## config.mk

```make
export PLATFORM = sky130hd
export DESIGN_NAME = seq_mult_ctrl_flat
export DESIGN_NICKNAME = d
export VERILOG_FILES = /design/src/rtl/seq_mult_ctrl_if.sv /design/src/rtl/seq_mult_ctrl.sv /design/src/flat_wrapper.sv
export SDC_FILE = /design/constraint.sdc
export NUM_CORES = 1
export LEC_CHECK = 0
export ABC_AREA = 1
export CAP_MARGIN = 10
export CORE_AREA = 5 5 42 44
export CTS_CLUSTER_DIAMETER = 40
export DETAILED_ROUTE_END_ITERATION = 8
export DIE_AREA = 0 0 47 49
export PLACE_DENSITY_LB_ADDON = 0.05
export SYNTH_ARGS = -nofsm -noshare
export SYNTH_HDL_FRONTEND = slang
export SYNTH_SLANG_ARGS = --single-unit
```

## constraint.sdc

```tcl
create_clock -name clk -period 1.3 [get_ports clk]
set_input_delay 0.195 -clock clk [delete_from_list [all_inputs] [get_ports clk]]
set_output_delay 0.195 -clock clk [all_outputs]
set_load 0.03 [all_outputs]
```

## src/rtl/seq_mult_ctrl_if.sv

```systemverilog
// Handshake and datapath-enable bundle between the multiplier controller (slave)
// and its upstream master plus the enable-gated datapath.
interface seq_mult_ctrl_if #(
    parameter int unsigned COUNT_WIDTH = 3
);
    logic                   start;
    logic                   multiplier_lsb;
    logic                   load_en;
    logic                   acc_clear;
    logic                   add_en;
    logic                   shift_en;
    logic                   product_en;
    logic                   ready;
    logic                   busy;
    logic                   done;
    logic [COUNT_WIDTH-1:0] step_count;

    modport slave (
        input  start, multiplier_lsb,
        output load_en, acc_clear, add_en, shift_en, product_en,
        output ready, busy, done, step_count
    );

    modport master (
        output start, multiplier_lsb,
        input  load_en, acc_clear, add_en, shift_en, product_en,
        input  ready, busy, done, step_count
    );
endinterface

```

## src/rtl/seq_mult_ctrl.sv

```systemverilog
// Control FSM for a shift-and-add sequential multiplier: sequences load, add,
// shift and product capture of an external datapath, one multiply at a time.
module seq_mult_ctrl #(
    parameter int unsigned WORD_LENGTH = 4,
    parameter int unsigned COUNT_WIDTH = 3
) (
    input  logic              clk,
    input  logic              reset,
    seq_mult_ctrl_if.slave    bus
);

    localparam logic [2:0] IDLE  = 3'd0;
    localparam logic [2:0] LOAD  = 3'd1;
    localparam logic [2:0] EVAL  = 3'd2;
    localparam logic [2:0] SHIFT = 3'd3;
    localparam logic [2:0] DONE  = 3'd4;

    // Compared at counter width so the last step is detected before any wrap.
    localparam logic [COUNT_WIDTH-1:0] LAST_STEP = COUNT_WIDTH'(WORD_LENGTH - 1);

    logic [2:0]             state_q, state_d;
    logic [COUNT_WIDTH-1:0] count_q, count_d;

    always_comb begin
        state_d = state_q;
        count_d = count_q;
        case (state_q)
            IDLE: begin
                if (bus.start) state_d = LOAD;
            end
            LOAD: begin
                count_d = '0;
                state_d = EVAL;
            end
            EVAL: begin
                state_d = SHIFT;
            end
            SHIFT: begin
                if (count_q == LAST_STEP) begin
                    state_d = DONE;
                end else begin
                    count_d = count_q + 1'b1;
                    state_d = EVAL;
                end
            end
            DONE: begin
                state_d = IDLE;
            end
            default: begin
                state_d = IDLE;
            end
        endcase
    end

    always_ff @(posedge clk or posedge reset) begin
        if (reset) begin
            state_q <= IDLE;
            count_q <= '0;
        end else begin
            state_q <= state_d;
            count_q <= count_d;
        end
    end

    // Moore decode; add_en alone also follows the multiplier LSB.
    always_comb begin
        bus.load_en    = (state_q == LOAD);
        bus.acc_clear  = (state_q == LOAD);
        bus.add_en     = (state_q == EVAL) && bus.multiplier_lsb;
        bus.shift_en   = (state_q == SHIFT);
        bus.product_en = (state_q == DONE);
        bus.done       = (state_q == DONE);
        bus.ready      = (state_q == IDLE);
        bus.busy       = (state_q != IDLE);
        bus.step_count = count_q;
    end

endmodule

```

## src/flat_wrapper.sv

```systemverilog
// flat-port wrapper written by rule: the top's interface ports become plain ports
module seq_mult_ctrl_flat 
#(
    parameter int unsigned WORD_LENGTH = 4,
    parameter int unsigned COUNT_WIDTH = 3
)
  (clk, reset, bus_start, bus_multiplier_lsb, bus_load_en, bus_acc_clear, bus_add_en, bus_shift_en, bus_product_en, bus_ready, bus_busy, bus_done, bus_step_count);
  seq_mult_ctrl_if #(.COUNT_WIDTH(COUNT_WIDTH)) bus_i ();
  input  logic clk;
  input  logic reset;
  input wire logic [$bits(bus_i.start)-1:0] bus_start;
  input wire logic [$bits(bus_i.multiplier_lsb)-1:0] bus_multiplier_lsb;
  output wire logic [$bits(bus_i.load_en)-1:0] bus_load_en;
  output wire logic [$bits(bus_i.acc_clear)-1:0] bus_acc_clear;
  output wire logic [$bits(bus_i.add_en)-1:0] bus_add_en;
  output wire logic [$bits(bus_i.shift_en)-1:0] bus_shift_en;
  output wire logic [$bits(bus_i.product_en)-1:0] bus_product_en;
  output wire logic [$bits(bus_i.ready)-1:0] bus_ready;
  output wire logic [$bits(bus_i.busy)-1:0] bus_busy;
  output wire logic [$bits(bus_i.done)-1:0] bus_done;
  output wire logic [$bits(bus_i.step_count)-1:0] bus_step_count;
  assign bus_i.start = bus_start;
  assign bus_i.multiplier_lsb = bus_multiplier_lsb;
  assign bus_load_en = bus_i.load_en;
  assign bus_acc_clear = bus_i.acc_clear;
  assign bus_add_en = bus_i.add_en;
  assign bus_shift_en = bus_i.shift_en;
  assign bus_product_en = bus_i.product_en;
  assign bus_ready = bus_i.ready;
  assign bus_busy = bus_i.busy;
  assign bus_done = bus_i.done;
  assign bus_step_count = bus_i.step_count;
  seq_mult_ctrl #(.WORD_LENGTH(WORD_LENGTH), .COUNT_WIDTH(COUNT_WIDTH)) u_core (.clk(clk), .reset(reset), .bus(bus_i));
endmodule
```

# Yosys cells after proc, flatten, opt, wreduce, memory -nomap -nowiden
# Cells that the tools add are included.
dict set report word_totals {
  reg_bits 6
  word_cells 20
  inputBits 4
  out_inout_bits 11
}
dict set report classes {
  n_mux 5
  eq_ne 7
  n_reduce_logical 5
  add_sub_neg 1
}
# op count
set op_table {}
lappend op_table {{$pmux 3 s4} 1}
lappend op_table {{$eq 3x2->1 const B} 3}
lappend op_table {{$mux 3} 3}
lappend op_table {{$pmux 3 s2} 1}
lappend op_table {{$ne 2x2->1 const B} 2}
lappend op_table {{$add 3x1->3 const B} 1}
lappend op_table {{$eq 3x1->1 const B} 1}
lappend op_table {{$eq 3x3->1 const B} 1}
lappend op_table {{$logic_not 3->1} 1}
lappend op_table {{$reduce_bool 3->1} 1}
lappend op_table {{$reduce_and 2->1} 1}
lappend op_table {{$reduce_bool 2->1} 1}
lappend op_table {{$logic_and 1x1->1} 1}

# Longest topological paths before layout
# Gate-level depths: netlist of the first run.
dict set report depth {
  word_depth 3
  depth_mapped 6
  depth_no_buf 6
}

# Worst setup path before layout of the first run
# OpenSTA, ideal clock, no wires.
dict set report synth_path {
  kind {flip-flop to output port}
  startpoint {register u_core.state_q[2]}
  endpoint {output port bus_product_en}
  slack_ns -0.382
  n_path_buf 1
  t_arrival_ns 1.487
  required_time_ns 1.105
  stages_incl_launch_ff 4
  cell_sequence {dfrtp_1 -> inv_1 -> nor3_1 -> buf_4}
}
dict set report synth_between {
  elab_chain_len 1
}
# element line
set synth_lines {}
lappend synth_lines {{start: declaration} seq_mult_ctrl.sv:21} ;# logic [2:0] state_q, state_d;
lappend synth_lines {{start signal: assignment} seq_mult_ctrl.sv:60} ;# state_q <= state_d;
lappend synth_lines {{$eq 3x3->1} --}
lappend synth_lines {{end: declaration} flat_wrapper.sv:17} ;# output wire logic [$bits(bus_i.product_en)-1:0] bus_product_en;
# No other way between the ends.

# Worst setup path after layout of the first run
dict set report layout_path {
  startpoint {register u_core.state_q[0]}
  endpoint {output port bus_add_en}
}
dict set report layout_between {
  elab_chain_len 2
}
# element line
set layout_lines {}
lappend layout_lines {{$eq 3x2->1} seq_mult_ctrl.sv:69} ;# bus.add_en = (state_q == EVAL) && bus.multiplier_lsb;
lappend layout_lines {{$logic_and 1x1->1} seq_mult_ctrl.sv:69}
lappend layout_lines {{end: declaration} flat_wrapper.sv:15} ;# output wire logic [$bits(bus_i.add_en)-1:0] bus_add_en;
# No other way between the ends.

==> impl_metrics.csv, run 1 <==
group,metric,value,unit
status,status,"finished with violations",
status,violations,"negative setup slack",
floorplanning,io_pins,15,
clock_tree,clock-sinks,6,
timing,fin_ws,-0.0716,ns
timing,relSlewSlack,79.8,%
critical_path,cp.depth,5,
floorplanning,start_util,23.7,%
global_route,grt_pass1_wl,1350,um
route,first_pass_iters,4,
global_route,grt_pass1_vias,330,
critical_path,critPathCaptureType,"output pin",
timing,hold-worst-slack,0.167,ns
critical_path,critPathRequiredTime,1.11,ns
clock_tree,clk_pin_slew,0.05,ns
finish,area_growth,95.9,%
critical_path,r2r_cells,6,
floorplanning,die_x,47,um
route,viasPerCell,4.01,
yosys,synth_nets,49,
timing,min_period_over_period,106,%
timing,finalCriticalPeriod,1.37,ns
finish,register_area,153,um^2
timing,setup_viol,7,
finish,multiInputGateArea,180,um^2
timing,max_freq,729,MHz
timing,tightestPinTransition,0.305,ns
critical_path,cpLargestDelayFamily,"flip-flops",
floorplanning,die_h,49,um
critical_path,worstPathArrival,1.18,ns
route,vias,341,
critical_path,critPathMaxFanout,2,
clock_tree,cts_tree,"built",
timing,drv_slew,0,
power,p_per_area,2620,nW/um^2
yosys,yosys.cell_types.count,11,
route,wl_per_cell,9.56,um
yosys,yosysSeqAreaShare,45.1,%
critical_path,cp_cell_sequence,"nor2_2, buf_6, nand2_4, nor2_4, buf_6",
floorplanning,core,1400,um^2
global_route,grt_max_degree,7,
route,wirelength,813,um
finish,fill_cells,149,
clock_tree,clock_latency,0.24,ns
critical_path,critPathLaunchType,"flip-flop",
timing,final-hold-violation-count,0,
floorplanning,die_area,2300,um^2
yosys,yosys_register_bits,6,
finish,diodes,0,
critical_path,cp_common_cell,"buf_6",
route,antenna_left,0,
clock_tree,cts_buffers,3,
critical_path,cp_slowest_stage_delay,0.39,ns
yosys,syn-cell-area,333,um^2
job,maxCapViolations,0,
critical_path,cp_slowest_cell,"dfrtp_1",
global_route,grt_usage,7.93,%
route,drtIter0Drc,3,
clock_tree,cts-root-buf,"clkbuf_4",
yosys,synth.avg_cell_area,7.74,um^2
finish,final_net_count,76,
place,portBuffers,14,
route,drc,0,
critical_path,critical_path_class,"reg -> out",
finish,layout-drive-gt1-share,50.7,%
place,gp_congestion,0.688,
worst_hold_path,hold_path.class,"in -> async",
global_route,grt_overflow_total,0,
place,dpl_worst_slack,-0.204,ns
timing,rsz0062_at_grt,"yes",
critical_path,crit_buf_inv,2,
floorplanning,rows,14,
global_route,antenna_found_initial,0,
clock_tree,clk_path_buf_depth,2,
power,power_leakage,0.342,nW
power,ir_drop,0.942,mV
timing,finClkSkew,0.00184,ns
yosys,yosys_warnings,0,
yosys,synth_cells,43,
clock_tree,h-tree-depth,1,
clock_tree,ctsHoldBuffers,0,
place,dp_hpwl,671,um
[area by class of cell]
| cell class | instances | area share, % |
|---|---|---|
| Tap cell | 16 | 3.07 |
| Timing Repair Buffer | 24 | 35.3 |
| Sequential cell | 6 | 23.4 |
| Multi-Input combinational cell | 25 | 27.6 |
| Clock buffer | 4 | 4.03 |
| Inverter | 10 | 6.53 |
[metrics by stage]
stage	instances	total power, mW	TNS (ns)	utilization (%)	area [um^2]
after detailed placement	77	1.31	-0.263	37.1	520
after global routing	85	1.84	-0.984	46.5	652
after CTS	81	1.55	-0.698	41.6	583
final	85	1.71	-0.434	46.5	652
after floorplan	43	0.909	-0.248	-	348
after global placement	77	1.28	-0.149	37.1	520
[cells in the final DEF (no fill, tap or decap)]
cell type         n
ha_1              1
buf_2             1
clkdlybuf4s50_1   3
inv_1             8
buf_4             6
nor2_4            2
nor3_1            1
nor2_2            2
nand2_1           9
o21ai_0           1
ha_2              1
clkbuf_1          1
dfrtp_1           4
dlygate4sd2_1     3
clkbuf_4          3
nand2_2           1
dfrtp_2           2
nor2_1            1
buf_6            11
nand3_1           2
inv_4             2
nor3_4            2
nand2_4           1
nand3_2           1
[worst paths after layout]
kind / start / to / slack, ns
max: u_core.state_q[0] / bus_add_en / -0.07
min: reset / u_core.state_q[2] / 0.17
max reg2reg: u_core.bus.step_count[0] / u_core.bus.step_count[1] / 0.09
min reg2reg: u_core.bus.step_count[2] / u_core.bus.step_count[2] / 0.50
max in group asynchronous: reset / u_core.bus.step_count[1] / 0.92
min in group clk: u_core.bus.step_count[2] / u_core.bus.step_count[2] / 0.50
[synthesized netlist by cell type, drive strengths merged]
cell | count | area share (%)
nand2 | 11 | 13
inv | 10 | 11
dfrtp | 6 | 45
nor2 | 5 | 7.9
nand3 | 3 | 4.5
nor3 | 3 | 4.5
buf | 2 | 4.5
ha | 2 | 7.5
o21ai | 1 | 1.5
[timing repair]
action | CTS | global route
setup endpoints to repair | 14 | 11
pin swaps | 1 | 6
gates resized for setup | 15 | 17
hold endpoints to repair | 0 | 0
buffers inserted | 0 | 4
[kinds of logic (layout without fill, tap and decap cells)]
family                   Yosys count  in the layout  synth area share [%]
AO/OA/AOI/OAI                      1              1                  1.50
adder cells (fa/ha/maj)            2              2                  7.52
flip-flops                         6              6                  45.1
buffers and inverters             12             38                  15.8
AND/OR/NAND/NOR                   22             22                  30.1
[flip-flops by register name (all words and copies together), names as in the netlist]
signal                 flops
u_core.bus.step_count      3
u_core.state_q             3
[report_power, final]
part	switching [mW]	internal (mW)	leakage [nW]
registers	0.0559	0.269	0.0735
logic	0.668	0.528	0.254
clock network	0.0689	0.116	0.0150
total	0.793	0.914	0.342
[layer usage]
metal / up-vias / share of wire (%) / GRT usage, %
met4: 0 / 0 / 0
li1: 182 / - / -
met1: 149 / 39 / 9.40
met5: - / 0 / 0
met3: 0 / 8.6 / 5.54
met2: 10 / 52 / 12.4
No activity file was read; power rests on OpenSTA's default activity.
==> inputs of run 2 (changes only) <==
- CAP_MARGIN: 10 -> default
- CORE_AREA: 5 5 42 44 -> 2 2 39 41
- DIE_AREA: 0 0 47 49 -> 0 0 41 43
- clock period: 1.3 -> 1.4 ns (I/O delays scaled with it)
==> impl_metrics.csv, run 2 (synthesized netlist as in run 1, its figures left out) <==
group,metric,value,unit
status,status,"complete, no violations",
place,placed_area,498,um^2
timing,final-hold-violation-count,0,
critical_path,worstPathArrival,1.18,ns
finish,final_area,593,um^2
timing,tightestPinTransition,0.299,ns
critical_path,cp_slowest_cell,"dfrtp_1",
finish,area_growth,78.2,%
power,p_per_area,2390,nW/um^2
finish,final_net_count,72,
timing,relSlewSlack,80.1,%
timing,rsz0062_at_grt,"yes",
power,p_sw,0.691,mW
power,clock_power_share,11.2,%
finish,diodes,0,
route,viasPerCell,4.16,
timing,drv_slew,0,
route,drtIter0Drc,0,
floorplanning,rows,14,
critical_path,critPathMaxFanout,2,
finish,stdcell_count,80,
critical_path,r2r_slack,0.17,ns
clock_tree,cts_buffers,3,
global_route,grt_overflow_total,0,
global_route,grt_max_degree,7,
clock_tree,h-tree-depth,1,
finish,layout-drive-gt1-share,42.2,%
floorplanning,die_x,41,um
clock_tree,clock-sinks,6,
job,maxCapViolations,0,
critical_path,cp_common_cell,"nor2_2",
critical_path,cp_cell_sequence,"nor2_2, inv_1, nor2_2, buf_4, buf_6",
global_route,antenna_found_initial,0,
critical_path,critPathRequiredTime,1.19,ns
route,wl_per_cell,9.48,um
timing,finClkSkew,0.00503,ns
critical_path,critical_path_class,"reg -> out",
global_route,grt_pass1_vias,301,
critical_path,r2r_start,"u_core.bus.step_count[0]",
timing,finalCriticalPeriod,1.39,ns
timing,min_period_over_period,99.1,%
finish,fill_cells,150,
clock_tree,clk_pin_slew,0.05,ns
floorplanning,die_area,1760,um^2
power,power_leakage,0.324,nW
power,power_frac_seq,21.3,%
global_route,grt_usage,10.7,%
place,gp_congestion,0.663,
floorplanning,io_pins,15,
power,switching_share,48.7,%
critical_path,cp_slowest_stage_delay,0.40,ns
place,dp.cells,76,
route,first_pass_iters,1,
power,p_int,0.727,mW
critical_path,r2r_cells,6,
route,vias,333,
clock_tree,cts-root-buf,"clkbuf_4",
worst_hold_path,hold_path.class,"in -> async",
route,drc,0,
global_route,grt_pass1_wl,1240,um
critical_path,critPathCaptureType,"output pin",
place,portBuffers,14,
critical_path,startpoint,"u_core.state_q[2]",
place,dp_hpwl,566,um
clock_tree,clock_latency,0.24,ns
floorplanning,core,1380,um^2
route,wirelength,758,um
critical_path,critPathLaunchType,"flip-flop",
power,pwr-share-comb,67.4,%
critical_path,r2r-end,"u_core.bus.step_count[0]",
timing,max_freq,721,MHz
route,antenna_left,0,
clock_tree,clk_path_buf_depth,2,
floorplanning,die_h,43,um
timing,setup_viol,0,
power,ir_drop,0.896,mV
floorplanning,start_util,24.1,%
finish,final_cell_mix,"inv_1 (9), nand2_1 (9), buf_6 (8)",
clock_tree,cts_tree,"built",
## run 2: cell count changes in the layout (fill, tap and decap cells not counted)
cell	delta
ha_2	-1
nor3_2	+1
inv_1	+1
clkbuf_1	-1
buf_6	-3
buf_4	-1
ha_1	+1
nor3_4	-1
dfrtp_2	-2
dfrtp_1	+2
inv_4	-1
## run 2: power groups by stage
stage	clock network [mW]	logic [mW]	registers, mW
after CTS	0.167	0.866	0.295
after floorplan	0	0.426	0.391
after global placement	0	0.860	0.293
after global routing	0.172	1.04	0.319
final	0.159	0.957	0.303
after detailed placement	0	0.867	0.294
## run 2: what timing repair did
action,CTS,global route
gates cloned,0,0
setup endpoints to repair,10,10
resized for setup,10,18
buffers inserted,0,1
hold endpoints to repair,0,0
hold buffers,0,0
pin swaps,0,5
## run 2: how the worst max path moves through the flow
stage and endpoint:
3_3_place_gp bus_busy, 3_5_place_dp bus_busy, 6_report bus_ready, 5_1_grt bus_ready, 2_1_floorplan bus_product_en, 4_1_cts bus_busy
## run 2: final cells by class
class,count,area [um^2],share of cell area [%]
sequential,6,150,25.3
tap,16,20.0,3.38
multi-input combinational,25,171,28.9
inverter,10,40.0,6.75
clock buffer,3,22.5,3.80
timing repair buffer,20,189,31.9
## run 2: worst max-delay path: cells and delay by family (launching register included)
family	cells	cell delay [ns]
flops	1	0.40
simple gates	2	0.25
buf+inv	3	0.29
## run 2: metrics by stage
stage	setup slack, ns	total power [mW]	util [%]	setup TNS [ns]	hold WS, ns
2_1_floorplan	-0.297	0.817	-	-0.741	0.000959
3_3_place_gp	-0.0872	1.15	36.0	-0.0872	0.446
3_5_place_dp	-0.104	1.16	36.0	-0.104	0.456
4_1_cts	-0.0398	1.33	38.5	-0.0449	0.190
5_1_grt	-0.0746	1.53	42.9	-0.369	0.192
6_report	0.0127	1.42	42.9	0	0.184
## run 2: routing by layer
layer | vias up | GRT usage, % | routed length [um]
li1 | 170 | - | -
met1 | 151 | 14.4 | 342
met2 | 12 | 13.8 | 358
met3 | 0 | 3.14 | 57
met4 | 0 | 8.00 | 0
met5 | - | 0 | 0
